$ cat config.mk
export PLATFORM = sky130hd
export DESIGN_NAME = mem_port_arbiter
export DESIGN_NICKNAME = d
export VERILOG_FILES = /design/src/rtl/mem_arb_pkg.sv /design/src/rtl/arb_tag_pipe.sv /design/src/rtl/mem_port_arbiter.sv
export SDC_FILE = /design/constraint.sdc
export NUM_CORES = 1
export LEC_CHECK = 0
export ABC_AREA = 1
export ABC_CLOCK_PERIOD_IN_PS = 1200
export CAP_MARGIN = 40
export CORE_AREA = 2 2 107 109
export DETAILED_ROUTE_END_ITERATION = 12
export DIE_AREA = 0 0 109 111
export PLACE_DENSITY = 0.69
export SETUP_SLACK_MARGIN = 0.3
export SLEW_MARGIN = 15
export SYNTH_ARGS = -nofsm -noshare
export SYNTH_HDL_FRONTEND = slang
export SYNTH_SLANG_ARGS = --single-unit
$ cat constraint.sdc
create_clock -name clock -period 1.2 [get_ports clock]
set_input_delay 0.3 -clock clock [delete_from_list [all_inputs] [get_ports clock]]
set_output_delay 0.3 -clock clock [all_outputs]
set_load 0.03 [all_outputs]
$ cat src/rtl/mem_arb_pkg.sv
// Shared types for the instruction/data memory port arbiter: request owner,
// access-size codes and the fetch starvation-guard FSM states.
package mem_arb_pkg;

  typedef enum logic {
    OWN_FETCH = 1'b0,
    OWN_DATA  = 1'b1
  } owner_e;

  localparam logic [1:0] SZ_BYTE = 2'd0;
  localparam logic [1:0] SZ_HALF = 2'd1;
  localparam logic [1:0] SZ_WORD = 2'd2;

  typedef enum logic {
    ST_NORMAL = 1'b0,
    ST_FORCE  = 1'b1
  } starve_st_e;

endpackage

$ cat src/rtl/arb_tag_pipe.sv
// In-flight read tag pipeline: DEPTH-stage shift register of {valid, owner};
// the last stage lines up with the memory read data of the matching access.
module arb_tag_pipe
  import mem_arb_pkg::*;
#(
  parameter int unsigned DEPTH = 1
) (
  input  logic clock,
  input  logic reset,
  input  logic i_valid,
  input  logic i_owner,
  output logic o_valid,
  output logic o_owner
);

  logic [DEPTH-1:0] r_vld;
  logic [DEPTH-1:0] r_own;

  always_ff @(posedge clock) begin
    if (reset) begin
      r_vld <= '0;
      r_own <= '0;
    end else begin
      r_vld[0] <= i_valid;
      r_own[0] <= i_owner;
      for (int i = 1; i < int'(DEPTH); i++) begin
        r_vld[i] <= r_vld[i-1];
        r_own[i] <= r_own[i-1];
      end
    end
  end

  assign o_valid = r_vld[DEPTH-1];
  assign o_owner = r_own[DEPTH-1];

endmodule

$ cat src/rtl/mem_port_arbiter.sv
// Shares one single-ported memory between fetch (read-only) and data (read/write).
// Optional fetch starvation guard enabled by defining ARB_STARVE_GUARD_EN.
module mem_port_arbiter
  import mem_arb_pkg::*;
#(
  parameter int unsigned ADDR_W     = 32,
  parameter int unsigned DATA_W     = 32,
  parameter int unsigned MEM_LAT    = 1,
  parameter int unsigned STARVE_MAX = 4
) (
  input  logic              clock,
  input  logic              reset,
  input  logic              if_req,
  input  logic [ADDR_W-1:0] if_addr,
  output logic              if_gnt,
  output logic              if_rvalid,
  output logic [DATA_W-1:0] if_rdata,
  input  logic              d_req,
  input  logic              d_we,
  input  logic [1:0]        d_size,
  input  logic [ADDR_W-1:0] d_addr,
  input  logic [DATA_W-1:0] d_wdata,
  output logic              d_gnt,
  output logic              d_rvalid,
  output logic [DATA_W-1:0] d_rdata,
  output logic              mem_en,
  output logic              mem_we,
  output logic [1:0]        mem_size,
  output logic [ADDR_W-1:0] mem_addr,
  output logic [DATA_W-1:0] mem_wdata,
  input  logic [DATA_W-1:0] mem_rdata,
  output logic              o_dbg_force
);

  logic w_force;
  logic w_push_valid;
  logic w_push_owner;
  logic w_tag_valid;
  logic w_tag_owner;

`ifdef ARB_STARVE_GUARD_EN
  starve_st_e r_state;
  logic [2:0] r_starve;
  logic [2:0] w_starve_nxt;

  always_comb begin
    w_starve_nxt = r_starve;
    if (if_gnt)
      w_starve_nxt = 3'd0;
    else if (if_req && r_starve != 3'd7)
      w_starve_nxt = r_starve + 3'd1;
  end

  // FORCE lasts exactly one cycle, entered as soon as the count reaches STARVE_MAX.
  always_ff @(posedge clock) begin
    if (reset) begin
      r_state  <= ST_NORMAL;
      r_starve <= 3'd0;
    end else begin
      case (r_state)
        ST_NORMAL: begin
          r_starve <= w_starve_nxt;
          if (w_starve_nxt >= 3'(STARVE_MAX))
            r_state <= ST_FORCE;
        end
        default: begin
          r_state  <= ST_NORMAL;
          r_starve <= 3'd0;
        end
      endcase
    end
  end

  assign w_force = (r_state == ST_FORCE);
`else
  logic [2:0] w_unused_starve;
  assign w_unused_starve = 3'(STARVE_MAX);
  assign w_force         = 1'b0;
`endif

  assign o_dbg_force = w_force;

  // Handshake: a requester holds req and its fields until gnt; gnt is combinational
  // and the transaction is accepted on the clock edge where req & gnt.
  assign d_gnt  = ~reset & d_req & ~w_force;
  assign if_gnt = ~reset & if_req & (w_force | ~d_req);

  always_comb begin
    mem_en    = if_gnt | d_gnt;
    mem_we    = d_gnt & d_we;
    mem_size  = SZ_WORD;
    mem_addr  = '0;
    mem_wdata = '0;
    if (d_gnt) begin
      mem_size  = d_size;
      mem_addr  = d_addr;
      mem_wdata = d_wdata;
    end else if (if_gnt) begin
      mem_addr = if_addr;
    end
  end

  assign w_push_valid = if_gnt | (d_gnt & ~d_we);
  assign w_push_owner = d_gnt ? OWN_DATA : OWN_FETCH;

  arb_tag_pipe #(
    .DEPTH (MEM_LAT)
  ) u_tag_pipe (
    .clock   (clock),
    .reset   (reset),
    .i_valid (w_push_valid),
    .i_owner (w_push_owner),
    .o_valid (w_tag_valid),
    .o_owner (w_tag_owner)
  );

  assign if_rvalid = ~reset & w_tag_valid & (w_tag_owner == OWN_FETCH);
  assign d_rvalid  = ~reset & w_tag_valid & (w_tag_owner == OWN_DATA);
  assign if_rdata  = mem_rdata;
  assign d_rdata   = mem_rdata;

endmodule

# After elaboration in Yosys (flattened, before gate mapping)
# Index checks and enable logic that the tools add are counted.
# classes
addsub,0
mul,0
div,0
order_cmp,0
eq_ne,0
shift,0
n_mux,5
bitwise_logic,14
n_reduce_logical,0
# op_table
op,n
$mux 32,3
$and 1x1->1,8
$not 1->1,4
$mux 2,1
$or 1x1->1,2
$mux 1,1
# totals
reg_bits,2
latch_bits,0
ram_bits,0
rom_bits,0
inputBits,135
elab_cells,21
memories,0

# Depth between registers and ports, before layout
# Gate-level depths: netlist of run 1.
# logic_depth
depth_word,5
depth_mapped,5

# Hierarchy
# A second synthesis of run 1 with hierarchy kept.
# hier_totals
hier_cells,266
area_unflattened_um2,1488.9
# modules_own_cells
module,instances,cells_per_inst,area_each_um2
mem_port_arbiter,1,260,1433.9
arb_tag_pipe,1,6,55.1

# Worst setup path before layout of run 1
# Ideal clock, no wire load.
# synth_timing
path_type,input to output
start,input port reset
end,output port mem_wdata[22]
t_arrival_ps,1048
required_time_ps,900
slack_ps,-148
path_stages,4
path_buffers,1
path_cell_list,inv_2 > nand2_4 > buf_4 > nor2_1
# synth_via
elab_chain_len,3
# synth_lines
item,line,rtl
start: declaration,mem_port_arbiter.sv:12,"input logic reset,"
$not 1->1,mem_port_arbiter.sv:85,assign d_gnt = ~reset & d_req & ~w_force;
$and 1x1->1,mem_port_arbiter.sv:85,
$mux 32,mem_port_arbiter.sv:94,if (d_gnt) begin
end: declaration,mem_port_arbiter.sv:30,"output logic [DATA_W-1:0] mem_wdata,"
# Every way passes these cells.

# Worst setup path after layout of run 1
# layout_timing
start,input port reset
end,output port mem_addr[19]
# layout_via
elab_chain_len,5
# layout_lines
item,line,rtl
$not 1->1 (*),"mem_port_arbiter.sv:85, mem_port_arbiter.sv:86",
$and 1x1->1 (2 in series),mem_port_arbiter.sv:86,assign if_gnt = ~reset & if_req & (w_force | ~d_req);
$mux 32,mem_port_arbiter.sv:98,end else if (if_gnt) begin
$mux 32 (*),mem_port_arbiter.sv:94,
end: declaration,mem_port_arbiter.sv:29,"output logic [ADDR_W-1:0] mem_addr,"
# Every way passes the cells marked *; elsewhere a longest branch is shown, timed or not.

==> flow_metrics.env, run 1 <==
export IMPL_drt_iter0_markers=53
export IMPL_busiest_layer="met2"
export IMPL_hold_depth=4
export IMPL_synth_xor_area_share_pct=0
export IMPL_dieArea_mm2=0.01210
export IMPL_synth_simple_area_share_pct=44.96
export IMPL_clk_path_buf_depth=2
export IMPL_core_area_mm2=0.01108
export IMPL_leakage_nw=1.991
export IMPL_p_sw_mw=0.8464
export IMPL_gp_congestion=0.6926
export IMPL_seqPwrFrac_pct=3.4
export IMPL_synth_seq_cells=2
export IMPL_drtPass1Iterations=4
export IMPL_final_common_cell="clkdlybuf4s50_1"
export IMPL_outcome="finished with violations"
export IMPL_grt_pass1_wl_um=12010
export IMPL_arrival_ns=1.33
export IMPL_cts_sinks=2
export IMPL_syn_area_mm2=0.001414
export IMPL_hold_class="in -> reg"
export IMPL_initial_core_util_pct=12.76
export IMPL_dp_hpwl_um=5280
export IMPL_synth_top_family_by_area="buffers and inverters"
export IMPL_dieHeight_um=111
export IMPL_synth_warnings=0
export IMPL_port_buffers=174
export IMPL_drcViolationCount=0
export IMPL_setup_tns_final_ns=-27.61
export IMPL_wl_per_cell_um=15.01
export IMPL_fin_crit_ns=1.632
export IMPL_yosysSeqAreaShare_pct=2.832
export IMPL_p_comb_share_pct=74.0
export IMPL_path_common_cell="buf_6"
export IMPL_cts_tree="yes"
export IMPL_syn_to_final_growth_pct=210.0
export IMPL_htree_levels=1
export IMPL_wirelength_um=8107
export IMPL_final_cell_mix="clkdlybuf4s50_1, buf_6, nand2_4"
export IMPL_syn_inst=263
export IMPL_setup_viol=72
export IMPL_hold_violations=0
export IMPL_cp_required_ns=0.90
export IMPL_grt_max_degree=34
export IMPL_met2_usage_pct=25.55
export IMPL_synth_compound_area_share_pct=0.3540
export IMPL_grt_use_total_pct=12.74
export IMPL_max_cap_violations=0
export IMPL_total_power_mw=2.220
export IMPL_vias=2134
export IMPL_fill_cells=1093
export IMPL_critPathMaxFanout=8
export IMPL_numCtsBuffers=3
export IMPL_hold_path_end="u_tag_pipe.o_owner$_SDFF_PP0_"
export IMPL_fin_util_pct=39.57
export IMPL_use_met1_pct=12.06
export IMPL_drive_gt1_share_pct=56.93
export IMPL_root_buffer="clkbuf_16"
export IMPL_p_int_mw=1.374
export IMPL_antenna_found_initial=0
export IMPL_final_nets=534
export IMPL_path_clk_slew_ns=0.03
export IMPL_syn_nets=398
export IMPL_ios=272
export IMPL_viasPerCell=3.952
export IMPL_pre_cts_ws_ns=-0.9372
export IMPL_holdBufCountCts=0
export IMPL_post_synth_cell_area_avg_um2=5.376
export IMPL_p_per_area_mw_per_mm2=506.6
export IMPL_p_sw_share_pct=38.12
export IMPL_grt_pass1_vias=2293
export IMPL_critical_path_endpoint_type="output pin"
export IMPL_rsz0062_at_grt="yes"
export IMPL_hp_start="reset"
export IMPL_crit_buf_inv=7
export IMPL_synthAdderAreaFrac_pct=0
export IMPL_ir_drop_v=0.0005011
export IMPL_crit_type="in -> out"
export IMPL_max_stage_delay_ns=0.16
export IMPL_sequential_cell_area_um2=40.04
export IMPL_multi_input_area_mm2=0.001354
export IMPL_period_share_pct=136.0
export IMPL_fmax_ghz=0.6128
export IMPL_violations="negative setup slack"
export IMPL_synthMuxAreaShare_pct=0
export IMPL_core_rowCount=39
export IMPL_drtAntennaViolNets=0
export IMPL_ys_types=16
export IMPL_die_w_um=109
export IMPL_timing_final_ws_setup_ns=-0.4319
export IMPL_p_clk_share_pct=22.5
export IMPL_critPathLaunchType="primary input"
export IMPL_worstPathCellList="buf_6, buf_6, buf_12, inv_16, buf_8, clkbuf_16, nand4_1, nand2_4, buf_6"
export IMPL_path_delay_family="buffers and inverters"
export IMPL_grt_overflow_total=0
export IMPL_antenna_cells=0
export IMPL_drv_slew=0
export IMPL_slowest_stage="clkbuf_16"
export IMPL_grtUsageMet3_pct=3.586
## synthesized netlist by cell type, drive strengths merged
library cell / number / area share (%)
nand4: 32 / 14
buf: 80 / 42
clkbuf: 1 / 0.27
nor2: 39 / 12
o21ai: 1 / 0.35
or2: 1 / 0.44
dfxtp: 2 / 2.8
inv: 37 / 9.8
nand2: 69 / 19
conb: 1 / 0.27
## layer usage
layer,vias to the layer above,share of wire (%),wire (um)
met5,-,0,0
met4,0,1.6,130
met3,17,9.3,757
met2,113,57,4624
met1,993,32,2594
li1,1011,-,-
## worst max path at each step
stage                 from            to  slack [ns]  cells past startpoint
finish               reset  mem_addr[19]       -0.43                      9
global route         reset   mem_addr[9]       -0.46                      9
detailed placement   reset   mem_size[1]       -0.94                      6
global placement     reset   mem_size[1]       -0.96                      6
CTS                  reset   mem_size[1]       -0.44                      7
floorplan           if_req   mem_addr[4]        0.09                      4
## tightest hold or removal path: stages
cell	delay, ns
buf_6	0.07
buf_6	0.09
buf_6	0.11
nor2_1	0.05
## through the flow
| step | area (um^2) | std cells | hold slack, ns |
|---|---|---|---|
| 6_report | 4383 | 540 | 0.4515 |
| 5_1_grt | 4383 | 540 | 0.4635 |
| 4_1_cts | 4200 | 536 | 0.4454 |
| 3_5_place_dp | 3319 | 514 | 0.6003 |
| 3_3_place_gp | 3319 | 514 | 0.6003 |
| 2_1_floorplan | 2066 | 263 | 0.3724 |
## final cells by class
| type | instances | area share, % |
|---|---|---|
| multi-input cells | 143 | 30.89 |
| inverters | 37 | 3.825 |
| well taps | 143 | 4.082 |
| clock buffers | 3 | 1.713 |
| flip-flops and latches | 2 | 0.9135 |
| repair buffers | 212 | 58.58 |
## logic make-up after synthesis
kind of cell | after synthesis
AND/OR/NAND/NOR | 141
buffers and inverters | 118
flip-flops | 2
AO/OA/AOI/OAI | 1
other | 1
## state kept, by name (all words and copies together), names as in the netlist
signal	count
u_tag_pipe.o_valid	1
u_tag_pipe.o_owner	1
## power groups by stage
stage | clock network (mW) | registers, mW | logic, mW
finish | 0.500 | 0.0764 | 1.64
global route | 0.507 | 0.0766 | 1.73
CTS | 0.512 | 0.0763 | 1.59
detailed placement | 0 | 0.0746 | 1.25
global placement | 0 | 0.0746 | 1.24
floorplan | 0 | 0.0745 | 1.06
## what timing repair did
action | CTS | global route
setup endpoints to repair | 74 | 73
pin swaps | 28 | 21
gates resized for setup | 134 | 31
gates cloned | 10 | 3
endpoints found under the hold margin | 0 | 0
setup buffers | 9 | 1
Power figures use the tool's default switching activity.
==> run 2: changes to the inputs <==
- PLACE_DENSITY: 0.69 -> default
- PLACE_DENSITY_LB_ADDON: default -> 0.25
==> run 2 against run 1 <==
The flow still finishes with violations (negative setup slack). Critical path depth unchanged. Die area unchanged. Fmax grew 3.0%. Clock-buffer cell count unchanged. Worst hold slack improved by 0.043 ns. Sequential power about the same. Via count decreased by 4.7%. Largest cell class unchanged. Sequential share of layout area about the same. Worst setup slack better by 0.048 ns. Critical path type unchanged.
==> flow_metrics.env, run 2 (synthesis results as in run 1) <==
export IMPL_hold_violations=0
export IMPL_final_cell_mix="clkdlybuf4s50_1, buf_6, nand2_4"
export IMPL_grt_use_total_pct=11.45
export IMPL_violations="negative setup slack"
export IMPL_startpoint="reset"
export IMPL_dieHeight_um=111
export IMPL_critPathMaxFanout=7
export IMPL_grt_overflow_total=0
export IMPL_rsz0062_at_grt="yes"
export IMPL_grt_max_degree=19
export IMPL_ios=272
export IMPL_seqPwrFrac_pct=3.6
export IMPL_dp_hpwl_um=4960
export IMPL_hold_depth=4
export IMPL_numPlacedInstances=515
export IMPL_viasPerCell=3.800
export IMPL_critical_path_endpoint_type="output pin"
export IMPL_setup_viol=72
export IMPL_vias=2033
export IMPL_grt_pass1_wl_um=11120
export IMPL_dieArea_mm2=0.01210
export IMPL_cp_required_ns=0.90
export IMPL_max_cap_violations=0
export IMPL_path_common_cell="buf_6"
export IMPL_holdBufCountCts=0
export IMPL_crit_buf_inv=6
export IMPL_antenna_found_initial=0
export IMPL_final_common_cell="clkdlybuf4s50_1"
export IMPL_setup_tns_final_ns=-22.55
export IMPL_wl_per_cell_um=13.02
export IMPL_instances_no_fill=535
export IMPL_leakage_nw=1.911
export IMPL_core_rowCount=39
export IMPL_hp_start="reset"
export IMPL_hold_path_end="u_tag_pipe.o_owner$_SDFF_PP0_"
export IMPL_hold_class="in -> reg"
export IMPL_grt_pass1_vias=2196
export IMPL_root_buffer="clkbuf_16"
export IMPL_core_area_mm2=0.01108
export IMPL_worstPathCellList="buf_6, buf_8, buf_6, nor2_8, buf_12, buf_12, nand2_2, nand2_4, buf_6"
export IMPL_drcViolationCount=0
export IMPL_cts_sinks=2
export IMPL_crit_type="in -> out"
export IMPL_timing_final_ws_setup_ns=-0.3838
export IMPL_arrival_ns=1.28
export IMPL_drt_iter0_markers=39
export IMPL_fin_crit_ns=1.584
export IMPL_path_delay_family="buffers and inverters"
export IMPL_initial_core_util_pct=12.76
export IMPL_gp_congestion=0.7362
export IMPL_path_clk_slew_ns=0.03
export IMPL_clk_path_buf_depth=2
export IMPL_ir_drop_v=0.0003017
export IMPL_p_sw_share_pct=37.19
export IMPL_htree_levels=1
export IMPL_port_buffers=174
export IMPL_fmax_ghz=0.6314
export IMPL_outcome="finished with violations"
export IMPL_slowest_stage="buf_8"
export IMPL_antenna_cells=0
export IMPL_drtAntennaViolNets=0
export IMPL_critPathLaunchType="primary input"
export IMPL_period_share_pct=132.0
export IMPL_die_w_um=109
export IMPL_drv_slew=0
export IMPL_drtPass1Iterations=4
export IMPL_final_nets=529
export IMPL_p_comb_share_pct=73.5
export IMPL_wirelength_um=6965
export IMPL_max_stage_delay_ns=0.13
export IMPL_syn_to_final_growth_pct=200.3
export IMPL_pre_cts_ws_ns=-0.9483
export IMPL_numCtsBuffers=3
export IMPL_cts_tree="yes"
export IMPL_p_sw_mw=0.7979
export IMPL_p_int_mw=1.348
export IMPL_p_clk_share_pct=22.9
export IMPL_p_per_area_mw_per_mm2=505.4
export IMPL_drive_gt1_share_pct=52.04
[run 2: changes by cell type in the layout (fill, tap and decap cells not counted), sizes merged]
cell	before	now
dlymetal6s2s	0	1
buf	108	106
clkdlybuf4s15	0	1
bufbuf	0	1
dlygate4sd2	1	0
clkbuf	7	3
clkdlybuf4s50	99	98
[run 2: layout make-up]
type / count / area, um^2
sequential: 2 / 40.04
tap: 143 / 178.9
inverter: 37 / 167.7
clock buffer: 3 / 75.07
multi-input combinational: 143 / 1289
fill: 1108 / 6832
timing repair buffer: 207 / 2495
[run 2: repair_timing]
action,CTS,global route
gates cloned,8,0
setup endpoints to repair,74,73
hold endpoints to repair,0,0
resized for setup,134,8
pin swaps,17,5
setup buffers,8,1
[run 2: power groups by stage]
stage               clock (mW)  combinational, mW  sequential [mW]
floorplan                    0               1.06           0.0745
global placement             0               1.26           0.0746
detailed placement           0               1.27           0.0747
CTS                      0.501               1.59           0.0747
global route             0.514               1.66           0.0771
finish                   0.492               1.58           0.0764
[run 2: worst max path at each step]
stage	to	slack (ns)	cells past startpoint
5_1_grt	mem_addr[9]	-0.44	9
6_report	mem_addr[5]	-0.38	9
3_5_place_dp	mem_size[1]	-0.95	4
4_1_cts	mem_addr[10]	-0.40	9
2_1_floorplan	mem_addr[4]	0.09	4
3_3_place_gp	mem_size[1]	-0.96	4
[run 2: layer usage]
| metal | track usage (%) | vias up | part of all wire, % |
|---|---|---|---|
| met1 | 12.73 | 916 | 36 |
| met2 | 20.99 | 103 | 54 |
| li1 | - | 1002 | - |
| met3 | 3.469 | 12 | 9.3 |
| met5 | 0 | - | 0 |
| met4 | 2.479 | 0 | 1.2 |
[run 2: metrics by stage]
stage,hold WS (ns),cell area [um^2],utilization (%),power (mW)
finish,0.4948,4245,38.33,2.146
global placement,0.6003,3352,30.26,1.335
floorplan,0.3724,2066,-,1.139
detailed placement,0.6003,3352,30.26,1.341
global route,0.5109,4245,38.33,2.254
CTS,0.4971,4224,38.13,2.161
==> run 3: changes to the inputs <==
- ABC_CLOCK_PERIOD_IN_PS: 1200 -> 1600
- clock period: 1.2 -> 1.6 ns (I/O delays scaled with it)
==> run 3 against run 2 <==
The flow still finishes with violations (negative setup slack). Largest cell class unchanged. Die area stayed put. Via count is 2.3% higher. First-iteration DRC count is 10% higher. Global-route usage is 0.30 points higher. Non-clock buffer count stayed put. Sequential share of layout area hardly changed. Worst setup slack better by 0.26 ns. Combinational power is 22% lower. Highest routed layer unchanged. Clock-buffer cell count stayed put.
==> flow_metrics.env, run 3 (synthesis results as in run 1) <==
export IMPL_cts_tree="yes"
export IMPL_critPathMaxFanout=8
export IMPL_path_clk_slew_ns=0.03
export IMPL_violations="negative setup slack"
export IMPL_viasPerCell=3.888
export IMPL_wl_met1_um=2516
export IMPL_holdBufCountCts=0
export IMPL_dieArea_mm2=0.01210
export IMPL_grt_max_degree=34
export IMPL_total_power_mw=1.654
export IMPL_final_common_cell="clkdlybuf4s50_1"
export IMPL_final_nets=529
export IMPL_wirelength_um=7516
export IMPL_numPlacedInstances=508
export IMPL_final_cell_mix="clkdlybuf4s50_1, buf_6, nand2_4"
export IMPL_drtPass1Iterations=4
export IMPL_outcome="finished with violations"
export IMPL_p_per_area_mw_per_mm2=376.3
export IMPL_fill_cells=1093
export IMPL_crit_type="in -> out"
export IMPL_drcViolationCount=0
export IMPL_topRoutingLayerUsed="met4"
export IMPL_rsz0062_at_grt="yes"
export IMPL_syn_to_final_growth_pct=211.0
export IMPL_clk_path_buf_depth=2
export IMPL_grt_overflow_total=0
export IMPL_hold_depth=3
export IMPL_instances_no_fill=535
export IMPL_dp_hpwl_um=4701
export IMPL_core_rowCount=39
export IMPL_drtAntennaViolNets=0
export IMPL_grt_pass1_wl_um=11160
export IMPL_die_w_um=109
export IMPL_root_buffer="clkbuf_16"
export IMPL_initial_core_util_pct=12.76
export IMPL_ios=272
export IMPL_wl_met3_um=678
export IMPL_vias=2080
export IMPL_period_share_pct=107.5
export IMPL_hold_violations=0
export IMPL_cp_required_ns=1.20
export IMPL_setup_viol=48
export IMPL_leakage_nw=2.127
export IMPL_hold_class="in -> reg"
export IMPL_antenna_cells=0
export IMPL_dieHeight_um=111
export IMPL_ir_drop_v=0.0002279
export IMPL_hold_path_end="u_tag_pipe.o_owner$_SDFF_PP0_"
export IMPL_core_area_mm2=0.01108
export IMPL_wl_met2_um=4121
export IMPL_drive_gt1_share_pct=60.20
export IMPL_drv_slew=0
export IMPL_multi_input_area_mm2=0.001379
export IMPL_wl_per_cell_um=14.05
export IMPL_numCtsBuffers=3
export IMPL_sequential_cell_area_um2=40.04
export IMPL_fin_crit_ns=1.721
export IMPL_timing_final_ws_setup_ns=-0.1206
export IMPL_critPathLaunchType="primary input"
export IMPL_hp_start="reset"
export IMPL_gp_congestion=0.6487
export IMPL_port_buffers=174
export IMPL_antenna_found_initial=0
export IMPL_critical_path_endpoint_type="output pin"
export IMPL_htree_levels=1
export IMPL_grt_use_total_pct=11.75
export IMPL_cts_sinks=2
export IMPL_fmax_ghz=0.5812
export IMPL_grt_pass1_vias=2205
export IMPL_drt_iter0_markers=43
export IMPL_arrival_ns=1.32
export IMPL_max_cap_violations=0
## run 3: cell count changes in the layout (fill, tap and decap cells not counted), sizes merged, moves of 2 or more
| cell | before | now |
|---|---|---|
| clkdlybuf4s50 | 98 | 86 |
| dlygate4sd2 | 0 | 6 |
| dlymetal6s2s | 1 | 7 |
| buf | 106 | 104 |
| bufbuf | 1 | 3 |
## run 3: critical path, cell delays in order
cell     delay (ns)
buf_12         0.11
buf_6          0.12
nor2_8         0.13
buf_12         0.15
buf_16         0.16
nand2_4        0.05
nand2_2        0.06
buf_6          0.13
## run 3: metal layers
layer,global-route usage [%],up-vias
met1,12.34,960
met3,2.704,22
li1,-,1004
met5,0,-
met2,21.86,94
met4,4.872,0
## run 3: worst max path at each step
| stage | end | slack, ns | startpoint |
|---|---|---|---|
| global placement | if_gnt | -0.77 | reset |
| detailed placement | mem_size[1] | -0.76 | reset |
| global route | mem_addr[28] | -0.17 | d_req |
| finish | mem_addr[20] | -0.12 | reset |
| CTS | mem_addr[20] | -0.13 | reset |
| floorplan | mem_size[0] | 0.25 | reset |
## run 3: report_power, final
part	total, mW	leakage (nW)	switching, mW	internal (mW)
registers	0.0573	0.0167	0.00383	0.0535
clock network	0.372	0.0370	0.0539	0.318
logic	1.23	2.07	0.570	0.655
total	1.65	2.13	0.628	1.03
## run 3: area by class of cell
class                           instances  share of cell area, %
Tap cell                              143                  4.069
Sequential cell                         2                 0.9106
Clock buffer                            3                  1.707
Multi-Input combinational cell        143                  31.36
Timing Repair Buffer                  207                  58.34
Inverter                               37                  3.614
## run 3: metrics by stage
step | hold WS [ns] | setup TNS [ns] | utilization, % | setup slack [ns] | area [um^2]
2_1_floorplan | 0.4724 | 0 | - | 0.2480 | 1948
3_5_place_dp | 0.8003 | -44.46 | 28.51 | -0.7641 | 3158
5_1_grt | 0.4823 | -5.618 | 39.69 | -0.1661 | 4397
4_1_cts | 0.4814 | -4.464 | 38.17 | -0.1325 | 4228
6_report | 0.4753 | -3.764 | 39.69 | -0.1206 | 4397
3_3_place_gp | 0.8003 | -43.16 | 28.51 | -0.7689 | 3158
## run 3: what timing repair did
action,in CTS,in global routing
buffers inserted,10,1
pin swaps,16,16
setup endpoints to repair,74,72
gates cloned,12,1
resized for setup,192,40
